`src/rtl/sv32_page_table_walker_if.sv`:
```
// Translator-facing walk handshake plus the walker's single memory read port.
interface sv32_page_table_walker_if;
  logic        walk_valid;
  logic        walk_ready;
  logic [31:0] address;
  logic [31:0] satp;
  logic [31:0] pte;
  logic        walk_fault;
  logic        mem_valid;
  logic        mem_ready;
  logic [33:0] mem_addr;
  logic [31:0] mem_rdata;

  modport slave (
    input  walk_valid, address, satp, mem_ready, mem_rdata,
    output walk_ready, pte, walk_fault, mem_valid, mem_addr
  );

  modport master (
    output walk_valid, address, satp, mem_ready, mem_rdata,
    input  walk_ready, pte, walk_fault, mem_valid, mem_addr
  );
endinterface

```
`src/rtl/sv32_page_table_walker.sv`:
```
// Two-level SV32 page-table walker: one PTE read per level, one result word
// holding the leaf page base and flags, or zero on any fault.
module sv32_page_table_walker (
  input  logic                      clk,
  input  logic                      reset,
  sv32_page_table_walker_if.slave   bus
);

  typedef enum logic [1:0] {IDLE, LVL1, LVL0, DONE} state_e;

  typedef struct packed {
    logic        fault;
    logic        descend;
    logic [19:0] page;
  } eval_t;

  state_e      state_q, state_d;
  logic [19:0] vpn_q, vpn_d;
  logic [21:0] root_q, root_d;
  logic [21:0] ppn1_q, ppn1_d;
  logic [31:0] pte_q, pte_d;
  logic        fault_q, fault_d;
  eval_t       ev;
  logic        unused_bits;

  assign unused_bits = ^{bus.satp[31:22], bus.address[11:0]};

  function automatic eval_t eval_pte(input logic [31:0] p, input logic lvl1,
                                     input logic [9:0] vpn0);
    eval_t       r;
    logic [21:0] ppn;
    r   = '0;
    ppn = p[31:10];
    if (!p[0] || (p[2] && !p[1])) begin
      r.fault = 1'b1;
    end else if (!p[1] && !p[3]) begin
      r.descend = lvl1;
      r.fault   = !lvl1;
    end else if ((ppn[21:20] != 2'b00) || (lvl1 && (ppn[9:0] != 10'd0))) begin
      r.fault = 1'b1;
    end else begin
      r.page = lvl1 ? {ppn[19:10], vpn0} : ppn[19:0];
    end
    return r;
  endfunction

  assign ev = eval_pte(bus.mem_rdata, state_q == LVL1, vpn_q[9:0]);

  always_comb begin
    state_d        = state_q;
    vpn_d          = vpn_q;
    root_d         = root_q;
    ppn1_d         = ppn1_q;
    pte_d          = pte_q;
    fault_d        = fault_q;
    bus.mem_valid  = 1'b0;
    bus.mem_addr   = '0;
    bus.walk_ready = 1'b0;
    unique case (state_q)
      IDLE: begin
        if (bus.walk_valid) begin
          vpn_d   = bus.address[31:12];
          root_d  = bus.satp[21:0];
          state_d = LVL1;
        end
      end
      LVL1, LVL0: begin
        bus.mem_valid = 1'b1;
        // PTE address is base page plus VPN*4, 34-bit, carry out dropped
        if (state_q == LVL1)
          bus.mem_addr = {root_q, 12'b0} + {22'b0, vpn_q[19:10], 2'b00};
        else
          bus.mem_addr = {ppn1_q, 12'b0} + {22'b0, vpn_q[9:0], 2'b00};
        if (bus.mem_ready) begin
          if (ev.descend) begin
            ppn1_d  = bus.mem_rdata[31:10];
            state_d = LVL0;
          end else begin
            pte_d   = ev.fault ? 32'd0 : {ev.page, 4'b0, bus.mem_rdata[7:0]};
            fault_d = ev.fault;
            state_d = DONE;
          end
        end
      end
      DONE: begin
        bus.walk_ready = 1'b1;
        state_d        = IDLE;
      end
      default: state_d = IDLE;
    endcase
  end

  always_ff @(posedge clk) begin
    if (reset) begin
      state_q <= IDLE;
      vpn_q   <= '0;
      root_q  <= '0;
      ppn1_q  <= '0;
      pte_q   <= '0;
      fault_q <= 1'b0;
    end else begin
      state_q <= state_d;
      vpn_q   <= vpn_d;
      root_q  <= root_d;
      ppn1_q  <= ppn1_d;
      pte_q   <= pte_d;
      fault_q <= fault_d;
    end
  end

  assign bus.pte        = pte_q;
  assign bus.walk_fault = fault_q;

endmodule

```
`src/flat_wrapper.sv`:
```
// flat-port wrapper written by rule: the top's interface ports become plain ports
module sv32_page_table_walker_flat 
  (clk, reset, bus_walk_valid, bus_address, bus_satp, bus_mem_ready, bus_mem_rdata, bus_walk_ready, bus_pte, bus_walk_fault, bus_mem_valid, bus_mem_addr);
  sv32_page_table_walker_if bus_i ();
  input  logic clk;
  input  logic reset;
  input wire logic [$bits(bus_i.walk_valid)-1:0] bus_walk_valid;
  input wire logic [$bits(bus_i.address)-1:0] bus_address;
  input wire logic [$bits(bus_i.satp)-1:0] bus_satp;
  input wire logic [$bits(bus_i.mem_ready)-1:0] bus_mem_ready;
  input wire logic [$bits(bus_i.mem_rdata)-1:0] bus_mem_rdata;
  output wire logic [$bits(bus_i.walk_ready)-1:0] bus_walk_ready;
  output wire logic [$bits(bus_i.pte)-1:0] bus_pte;
  output wire logic [$bits(bus_i.walk_fault)-1:0] bus_walk_fault;
  output wire logic [$bits(bus_i.mem_valid)-1:0] bus_mem_valid;
  output wire logic [$bits(bus_i.mem_addr)-1:0] bus_mem_addr;
  assign bus_i.walk_valid = bus_walk_valid;
  assign bus_i.address = bus_address;
  assign bus_i.satp = bus_satp;
  assign bus_i.mem_ready = bus_mem_ready;
  assign bus_i.mem_rdata = bus_mem_rdata;
  assign bus_walk_ready = bus_i.walk_ready;
  assign bus_pte = bus_i.pte;
  assign bus_walk_fault = bus_i.walk_fault;
  assign bus_mem_valid = bus_i.mem_valid;
  assign bus_mem_addr = bus_i.mem_addr;
  sv32_page_table_walker u_core (.clk(clk), .reset(reset), .bus(bus_i));
endmodule
```
`config.mk`:
```
export PLATFORM = sky130hd
export DESIGN_NAME = sv32_page_table_walker_flat
export DESIGN_NICKNAME = d
export VERILOG_FILES = /design/src/rtl/sv32_page_table_walker_if.sv /design/src/rtl/sv32_page_table_walker.sv /design/src/flat_wrapper.sv
export SDC_FILE = /design/constraint.sdc
export NUM_CORES = 1
export LEC_CHECK = 0
export CORE_MARGIN = 3
export CORE_UTILIZATION = 44
export DETAILED_ROUTE_END_ITERATION = 16
export GPL_ROUTABILITY_DRIVEN = 0
export PLACE_DENSITY = 0.83
export SLEW_MARGIN = 0
export SYNTH_ARGS = -nofsm -noshare
export SYNTH_HDL_FRONTEND = slang
export SYNTH_SLANG_ARGS = --single-unit
```
`constraint.sdc`:
```
create_clock -name clk -period 3.44 [get_ports clk]
set_clock_uncertainty 0.15 [all_clocks]
set_input_delay 0.688 -clock clk [delete_from_list [all_inputs] [get_ports clk]]
set_output_delay 0.688 -clock clk [all_outputs]
set_load 0.01 [all_outputs]
```
* Word-level counts from Yosys, hierarchy flattened
Cells that the tools add are included.
** Word-level totals
- Input bits :: 100
- Memory bits (writable) :: 0
- Logic and storage cells :: 48
- Memory bits (read-only) :: 0
- Output and inout bits :: 69
- Bits in latches :: 0
- Memories :: 0
- Bits in registers :: 99
** Cells by class
- $mul :: 0
- Magnitude comparators :: 0
- Bitwise gates (word level) :: 1
- Reduce and logical (&&, ||, !) cells :: 17
- Add/subtract/negate cells :: 2
- Muxes and demuxes :: 17
- Shifts and indexed selects :: 0
- Equal/unequal tests :: 5
- Div/mod/pow operators :: 0
** Operator list (number)
- 34-bit by 12-bit adder with 34-bit output :: 2
- 34-bit two-way mux :: 2
- 20-bit two-way mux :: 2
- 32-bit two-way mux :: 1
- 21-bit two-way mux :: 1
- 10-bit two-way mux :: 1
- 10-bit nonzero test :: 1
- 1-bit two-way mux :: 7
- 2-bit one-hot mux with 3 select lines :: 1
- 3-bit AND reduction :: 2
- 2-bit == test, second input constant :: 2
- 1-bit logical NOT :: 4
- 2-bit two-way mux :: 2
- 2-bit inequality test, second input constant :: 2
- 2-bit AND reduction :: 2
- 1-bit logical AND :: 3
- 2-bit by 1-bit == test with 1-bit output, second input constant :: 1
- 2-bit logical NOT :: 1
- 1-bit logical OR :: 2
- 2-bit nonzero test :: 1
- 2-bit OR reduction :: 1
- 1-bit NOT :: 1

* Logic depth before layout (Yosys ltp)
Gate-level depths: netlist of the first run.
- Word-level depth :: 9
- Depth in mapped cells :: 9
- Mapped depth without buffers :: 6

* Worst setup path before layout of the first run
OpenSTA, ideal clock, no wires.
- Kind :: input port to flip-flop
- From :: in bus_mem_rdata[16]
- To :: reg u_core.pte_q[16] (netlist: u_core.bus.pte[16])
- Arrival time :: 2177 ps
- Stages on the path :: 5
- Slack :: 1025 ps
- Library setup time :: 88 ps
- Required time :: 3202 ps
- Buffers on the path :: 1
- Path through :: or4_4 o41ai_4 a21oi_2 buf_6 nor4_2
** On the way
- Word-level cells in the longest chain between the ends :: 7
- Elaborated cells on any way between the ends :: 10
- Those cells by class :: mux (7); reduce/logical (3)
** Ends and longest elaborated chain
- from (decl) :: RTL line flat_wrapper.sv:11 : input wire logic [$bits(bus_i.mem_rdata)-1:0] bus_mem_rdata;
- 10-bit nonzero test * :: RTL line sv32_page_table_walker.sv:39 : end else if ((ppn[21:20] != 2'b00) || (lvl1 && (ppn[9:0] != 10'd0))) begin
- 1-bit logical AND * :: RTL line sv32_page_table_walker.sv:39
- 1-bit logical OR * :: RTL line sv32_page_table_walker.sv:39
- 20-bit two-way mux / 1-bit two-way mux (equally long branches) :: RTL line sv32_page_table_walker.sv:39
- 20-bit two-way mux / 1-bit two-way mux (equally long branches) :: RTL line sv32_page_table_walker.sv:36 : end else if (!p[1] && !p[3]) begin
- 21-bit two-way mux / 1-bit two-way mux (equally long branches) :: RTL line sv32_page_table_walker.sv:34 : if (!p[0] || (p[2] && !p[1])) begin
- 32-bit two-way mux * :: RTL line sv32_page_table_walker.sv:79 : pte_d = ev.fault ? 32'd0 : {ev.page, 4'b0, bus.mem_rdata[7:0]};
- to (signal assigned) :: RTL line sv32_page_table_walker.sv:106 : pte_q <= pte_d;
- to (decl) :: RTL line sv32_page_table_walker.sv:21 : logic [31:0] pte_q, pte_d;
Mark *: on every way between the ends. The rest lies on a longest branch, timed or not.
A chain may end at the register's enable or synchronous reset.

* Worst setup path in the final report of the first run
- From :: reg u_core.state_q[0]
- To :: out bus_mem_addr[10]
** On the way
- Word-level cells in the longest chain between the ends :: 3
- Elaborated cells on any way between the ends :: 5
- Those cells by class :: eq/ne (2); mux (2); reduce/logical (1)
** Ends and longest elaborated chain
- from (decl) :: RTL line sv32_page_table_walker.sv:17 : state_e state_q, state_d;
- from (signal assigned) :: RTL line sv32_page_table_walker.sv:102 : state_q <= state_d;
- 2-bit by 1-bit == test with 1-bit output / 2-bit == test (equally long branches) :: RTL line sv32_page_table_walker.sv:59, sv32_page_table_walker.sv:70
- 34-bit two-way mux / 2-bit OR reduction (equally long branches) :: RTL line sv32_page_table_walker.sv:70, sv32_page_table_walker.sv:59
- 34-bit two-way mux * :: RTL line sv32_page_table_walker.sv:59 : unique case (state_q)
- to (decl) :: RTL line flat_wrapper.sv:16 : output wire logic [$bits(bus_i.mem_addr)-1:0] bus_mem_addr;
Marked as above.

==> results of run 1 <==
-- power groups by stage --
stage / registers [W] / logic [W] / clock network, W
finish: 0.00129 / 0.00119 / 0.000920
global placement: 0.00131 / 0.00116 / 0
global route: 0.00130 / 0.00129 / 0.000974
detailed placement: 0.00131 / 0.00119 / 0
CTS: 0.00129 / 0.00120 / 0.000933
floorplan: 0.00132 / 0.000740 / 0
-- cell families (layout without fill, tap and decap cells) --
| group | after synthesis | after routing | share of synthesized area, % |
|---|---|---|---|
| AOI/OAI and AO/OA | 101 | 101 | 13.7 |
| adders and majority gates | 4 | 4 | 1.18 |
| buffers and inverters | 52 | 168 | 5.45 |
| DFF | 95 | 95 | 44.7 |
| muxes | 32 | 32 | 7.54 |
| other | 1 | 6 | 0.0882 |
| and+or+nand+nor | 242 | 242 | 27.3 |
-- Yosys cell counts (all sizes together) (3+ instances only) --
cell type / count / share of area [%]
nor4: 10 / 2.5
mux2i: 32 / 7.5
buf: 17 / 2.4
nand4: 15 / 2.2
nand2: 145 / 13
inv: 3 / 0.26
a21oi: 83 / 9.9
clkbuf: 32 / 2.8
nor3: 4 / 0.47
nor2: 15 / 1.3
ha: 4 / 1.2
nor2b: 46 / 6.8
a211oi: 10 / 1.8
dfxtp: 95 / 45
-- worst max path at each step --
stage | end | slack, ns | cells past startpoint
floorplan | u_core.bus.pte[16] | 1.03 | 5
global placement | u_core.bus.pte[12] | 0.50 | 5
detailed placement | u_core.bus.pte[21] | 0.41 | 5
CTS | bus_mem_addr[10] | 0.31 | 5
global route | bus_mem_addr[23] | 0.20 | 6
finish | bus_mem_addr[10] | 0.30 | 5
-- area by class of cell --
class                           instances  area, µm²
Fill cell                             814       3380
Multi-Input combinational cell        385       2140
Sequential cell                        95       1900
Timing Repair Buffer                  151       1490
Tap cell                              129        161
Clock buffer                           10        128
Clock inverter                          4        120
Inverter                                3       11.3
-- state kept, by name, summed over array words and instances (netlist names) --
name	cells
u_core.bus.pte	28
u_core.ppn1_q	22
u_core.root_q	22
u_core.vpn_q	20
u_core.state_q	2
u_core.bus.walk_fault	1
-- layout by cell type, fill, tap and decap left out, drive strengths merged --
cell type and instances:
nand2 145, clkdlybuf4s50 137, dfxtp 95, a21oi 83, nor2b 46, mux2i 32
nor2 15, nand4 15, buf 14, a211oi 10, clkbuf 10, nor4 10
conb 6, nor3 4, bufinv 4, ha 4, inv 3, and2 2
a22oi 2, or4 2, nor3b 1, o21bai 1, and3 1, nand3 1
o41ai 1, a21boi 1, o211a 1, a21bo 1, a311oi 1
-- worst max-delay path, cell delays in order, from the launching register on --
cell	delay, ns
dfxtp_1	0.40
inv_1	0.08
ha_1	0.33
buf_4	0.32
nor2b_1	0.25
clkdlybuf4s50_1	0.57
-- per-stage QoR --
stage | utilization (%) | hold WS, ns | total power, W
after global routing | 63.8 | 0.325 | 0.00357
after global placement | 61.1 | 0.292 | 0.00247
after CTS | 63.8 | 0.309 | 0.00342
after detailed placement | 61.1 | 0.296 | 0.00250
final | 63.8 | 0.304 | 0.00340
after floorplan | - | 0.286 | 0.00206
-- routing by layer --
metal	wire length (µm)	share of wire, %	vias to the layer above
met3	660	5.4	16
li1	-	-	1984
met4	256	2.1	0
met5	0	0	-
met2	6050	49	146
met1	5310	43	1852
==> impl_metrics.yaml, run 1 <==
run_status:
  status: "finished, final reports clean"
finish:
  drive_gt1_share_pct: 6.17
  nNetsFinal: 749
  fin_cells: 777
  diodes: 0
  syn_to_final_growth_pct: 40.0
  design_area_um2: 5950
pwr:
  p_int_w: 0.00231
  clockPowerShare_pct: 27.0
  p_comb_share_pct: 35.1
  p_seq_share_pct: 37.9
  switchingPower_w: 0.00109
  powerDensity_nw_per_um2: 572
  swShare_pct: 32.1
  ir_drop_uv: 364
  p_leak_nw: 2.03
min_path:
  min_to: "u_core.bus.pte[7]"
  whs_path_depth: 2
  min_from: "u_core.bus.pte[7]"
  hp-class: "reg2reg"
critical_path:
  critPathLaunch: "u_core.state_q[0]"
  cp_max_fo: 35
  end_kind: "primary output"
  r2r_slack_ns: 0.70
  required_ns: 2.60
  crit_arrival_ns: 2.30
  crit_type: "reg2out"
  critPathLaunchType: "flop"
  r2r_end: "u_core.bus.pte[14]"
  r2r-start: "u_core.state_q[1]"
  rr_worst_depth: 7
flow_run:
  maxCapViolCount: 0
timing:
  tightest_slew_ns: 1.25
  tns_ns: 0
  min_period_over_period_pct: 91.3
  finalHoldViolations: 0
  drv_slew: 0
  finalSetupViolations: 0
  timing.fmax_mhz: 318
  relSlewSlack_pct: 16.0
  rsz0062_at_grt: "false"
  fin_ws_ns: 0.300
  min_period_ns: 3.14
cts:
  root_buffer: "clkbuf_8"
  clk_path_buf_depth: 2
  post_cts_buffers: 0
  htreeDepth: 3
  cts_hold_buffers: 0
  cts_made_buffers: 9
  cts_resized: 0
  clk_pin_slew_ns: 0.08
  tritoncts: "yes"
  cts.sinks: 95
  insertion_delay_ns: 0.35
global_routing:
  grt_pass1_wl_um: 19400
  use_met2_pct: 37.2
  grt_max_degree: 66
  met3_usage_pct: 3.72
  grt.total_usage_pct: 21.8
  grt_pass1_vias: 3871
  antenna_found_initial: 0
  gr-max-usage-layer: "met2"
  overflow: 0
  use_met1_pct: 27.6
placed_design:
  dpl_cell_area_um2: 5700
  dp_hpwl_um: 8800
  placedCellCount: 763
  io_buffers: 138
  pre_cts_ws_ns: 0.407
logic_synthesis:
  ys_async_sr_fraction_pct: 0
  dominantRegCellSynth: "dfxtp_1"
  ys.warnings.count: 0
  ys_ff_latch: 95
  yosysUniqueCellTypes: 33
  netlist_instances: 527
  avgSynthCellArea_um2: 8.07
  synth_edf_count: 0
  ys_seq_area_share_pct: 44.7
  syn-cell-area_um2: 4250
floorplan:
  fp.dieH_um: 104
  floorplan.rows: 35
  die_w_um: 104
  ios: 169
  core_area_um2: 9330
  initial_core_util_pct: 45.6
  fp.dieArea_um2: 10900
route:
  drt-total-wl_um: 12300
  drt_iter0_drc: 236
  viasPerCell: 5.15
  dr.pass1.iters: 5
  drc: 0
  postRouteAntennaNets: 0
  wl_per_cell_um: 15.8
  vias: 3998
No activity file was read; power rests on OpenSTA's default activity.
==> inputs of run 2 (changes only) <==
CTS_CLUSTER_SIZE = 30   (was not set)
==> results of run 2 <==
Final layout, timing and power as in run 1 (identical DEF).
==> inputs of run 3 (changes only) <==
CELL_PAD_IN_SITES_DETAIL_PLACEMENT = 1   (was not set)
CELL_PAD_IN_SITES_GLOBAL_PLACEMENT = 1   (was not set)
CORE_UTILIZATION = 33   (was 44)
PLACE_DENSITY = 0.87   (was 0.83)
==> run 3 against run 2 <==
Net effect: critical path depth stayed put; fmax is 0.52% lower; sequential power barely moved; design area rose by 2.3%; combinational power is essentially flat; non-clock buffer count shrank 2; global-route usage fell by 1.9 points; largest power group unchanged.
==> impl_metrics.yaml, run 3 (synthesized netlist as in run 1, its figures left out) <==
global_routing:
  grt_pass1_wl_um: 23000
  antenna_found_initial: 0
  gr-max-usage-layer: "met2"
  use_met2_pct: 34.7
  grt_pass1_vias: 4373
  met3_usage_pct: 2.64
  grt.total_usage_pct: 19.9
  use_met1_pct: 26.1
  grt_max_degree: 69
  overflow: 0
critical_path:
  cp_max_fo: 35
  end_kind: "primary output"
  critPathLaunch: "u_core.state_q[0]"
  critPathLaunchType: "flop"
  crit_type: "reg2out"
  crit_arrival_ns: 2.32
  r2r-start: "u_core.state_q[1]"
  required_ns: 2.60
finish:
  largest_register_ff_count: 28
  fill_cells: 1489
  final_util_pct: 49.4
  final_cell_mix: "nand2_1 (145), clkdlybuf4s50_1 (137), dfxtp_1 (95), a21oi_1 (82), nor2b_1 (46)"
  layout_commonest_cell: "nand2_1"
  drive_gt1_share_pct: 5.88
  nNetsFinal: 747
  diodes: 0
  design_area_um2: 6080
  syn_to_final_growth_pct: 43.2
run_status:
  status: "finished, final reports clean"
pwr:
  powerDensity_nw_per_um2: 605
  p_comb_share_pct: 32.7
  p_int_w: 0.00253
  p_leak_nw: 2.07
  switchingPower_w: 0.00115
  swShare_pct: 31.3
  clockPowerShare_pct: 32.0
  ir_drop_uv: 383
  p_seq_share_pct: 35.3
timing:
  holdWs_ns: 0.304
  finalSetupViolations: 0
  rsz0062_at_grt: "false"
  relSlewSlack_pct: 13.1
  tns_ns: 0
  drv_slew: 0
  tightest_slew_ns: 1.30
  timing.fmax_mhz: 317
  finalHoldViolations: 0
  fin_ws_ns: 0.283
  min_period_ns: 3.16
  min_period_over_period_pct: 91.8
placed_design:
  io_buffers: 138
  dp_hpwl_um: 10600
  pre_cts_ws_ns: 0.292
  dpl_cell_area_um2: 5740
route:
  postRouteAntennaNets: 0
  vias: 4082
  drt-total-wl_um: 14400
  drt_iter0_drc: 212
  viasPerCell: 5.01
  wl_per_cell_um: 17.7
  drc: 0
  dr.pass1.iters: 5
floorplan:
  initial_core_util_pct: 34.5
  ios: 169
  die_w_um: 119
  fp.dieArea_um2: 14300
  fp.dieH_um: 119
  core_area_um2: 12300
  floorplan.rows: 40
cts:
  insertion_delay_ns: 0.32
  clk_path_buf_depth: 2
  tritoncts: "yes"
  htreeDepth: 3
  cts_made_buffers: 9
  post_cts_buffers: 0
  clk_pin_slew_ns: 0.06
  cts_hold_buffers: 0
  cts.sinks: 95
  root_buffer: "clkbuf_16"
  cts_resized: 0
flow_run:
  maxCapViolCount: 0
min_path:
  hp-class: "reg2reg"
  min_from: "u_core.root_q[20]"
run 3: layout make-up:
| type | instances | area (µm²) | share of cell area, % |
|---|---|---|---|
| multi-input cells | 385 | 2140 | 35.1 |
| flip-flops and latches | 95 | 1900 | 31.3 |
| repair buffers | 149 | 1470 | 24.2 |
| clock buffers | 10 | 229 | 3.76 |
| well taps | 168 | 210 | 3.45 |
| clock inverters | 4 | 120 | 1.97 |
| inverters | 3 | 11.3 | 0.185 |
run 3: routing by layer:
layer,up-vias,wire length [µm]
met5,-,0
met4,0,225
met3,14,462
met2,89,7300
met1,1995,6420
li1,1984,-
run 3: worst max-delay path, stage by stage (launching register included):
cell             delay (ns)
dfxtp_1                0.39
inv_1                  0.09
ha_1                   0.34
buf_4                  0.33
nor2b_1                0.27
clkdlybuf4s50_1        0.58
run 3: power groups by stage:
stage	logic, W	registers [W]	clock network, W
after floorplan	0.000740	0.00132	0
after global placement	0.00115	0.00132	0
after detailed placement	0.00121	0.00132	0
after CTS	0.00122	0.00130	0.00120
after global routing	0.00131	0.00131	0.00125
final	0.00120	0.00130	0.00118
run 3: path summary, 6_finish.rpt:
check | slack [ns] | cells after the start | end
worst max-delay path | 0.28 | 5 | bus_mem_addr[11]
worst max register to register | 0.57 | 7 | u_core.bus.pte[14]
worst min-delay path | 0.30 | 2 | u_core.root_q[20]
worst min register to register | 0.30 | 2 | u_core.root_q[20]
run 3: metrics by stage:
stage          cells  total power (W)
2_1_floorplan    532          0.00206
3_3_place_gp     800          0.00247
3_5_place_dp     800          0.00254
4_1_cts          814          0.00372
5_1_grt          814          0.00387
6_report         814          0.00368
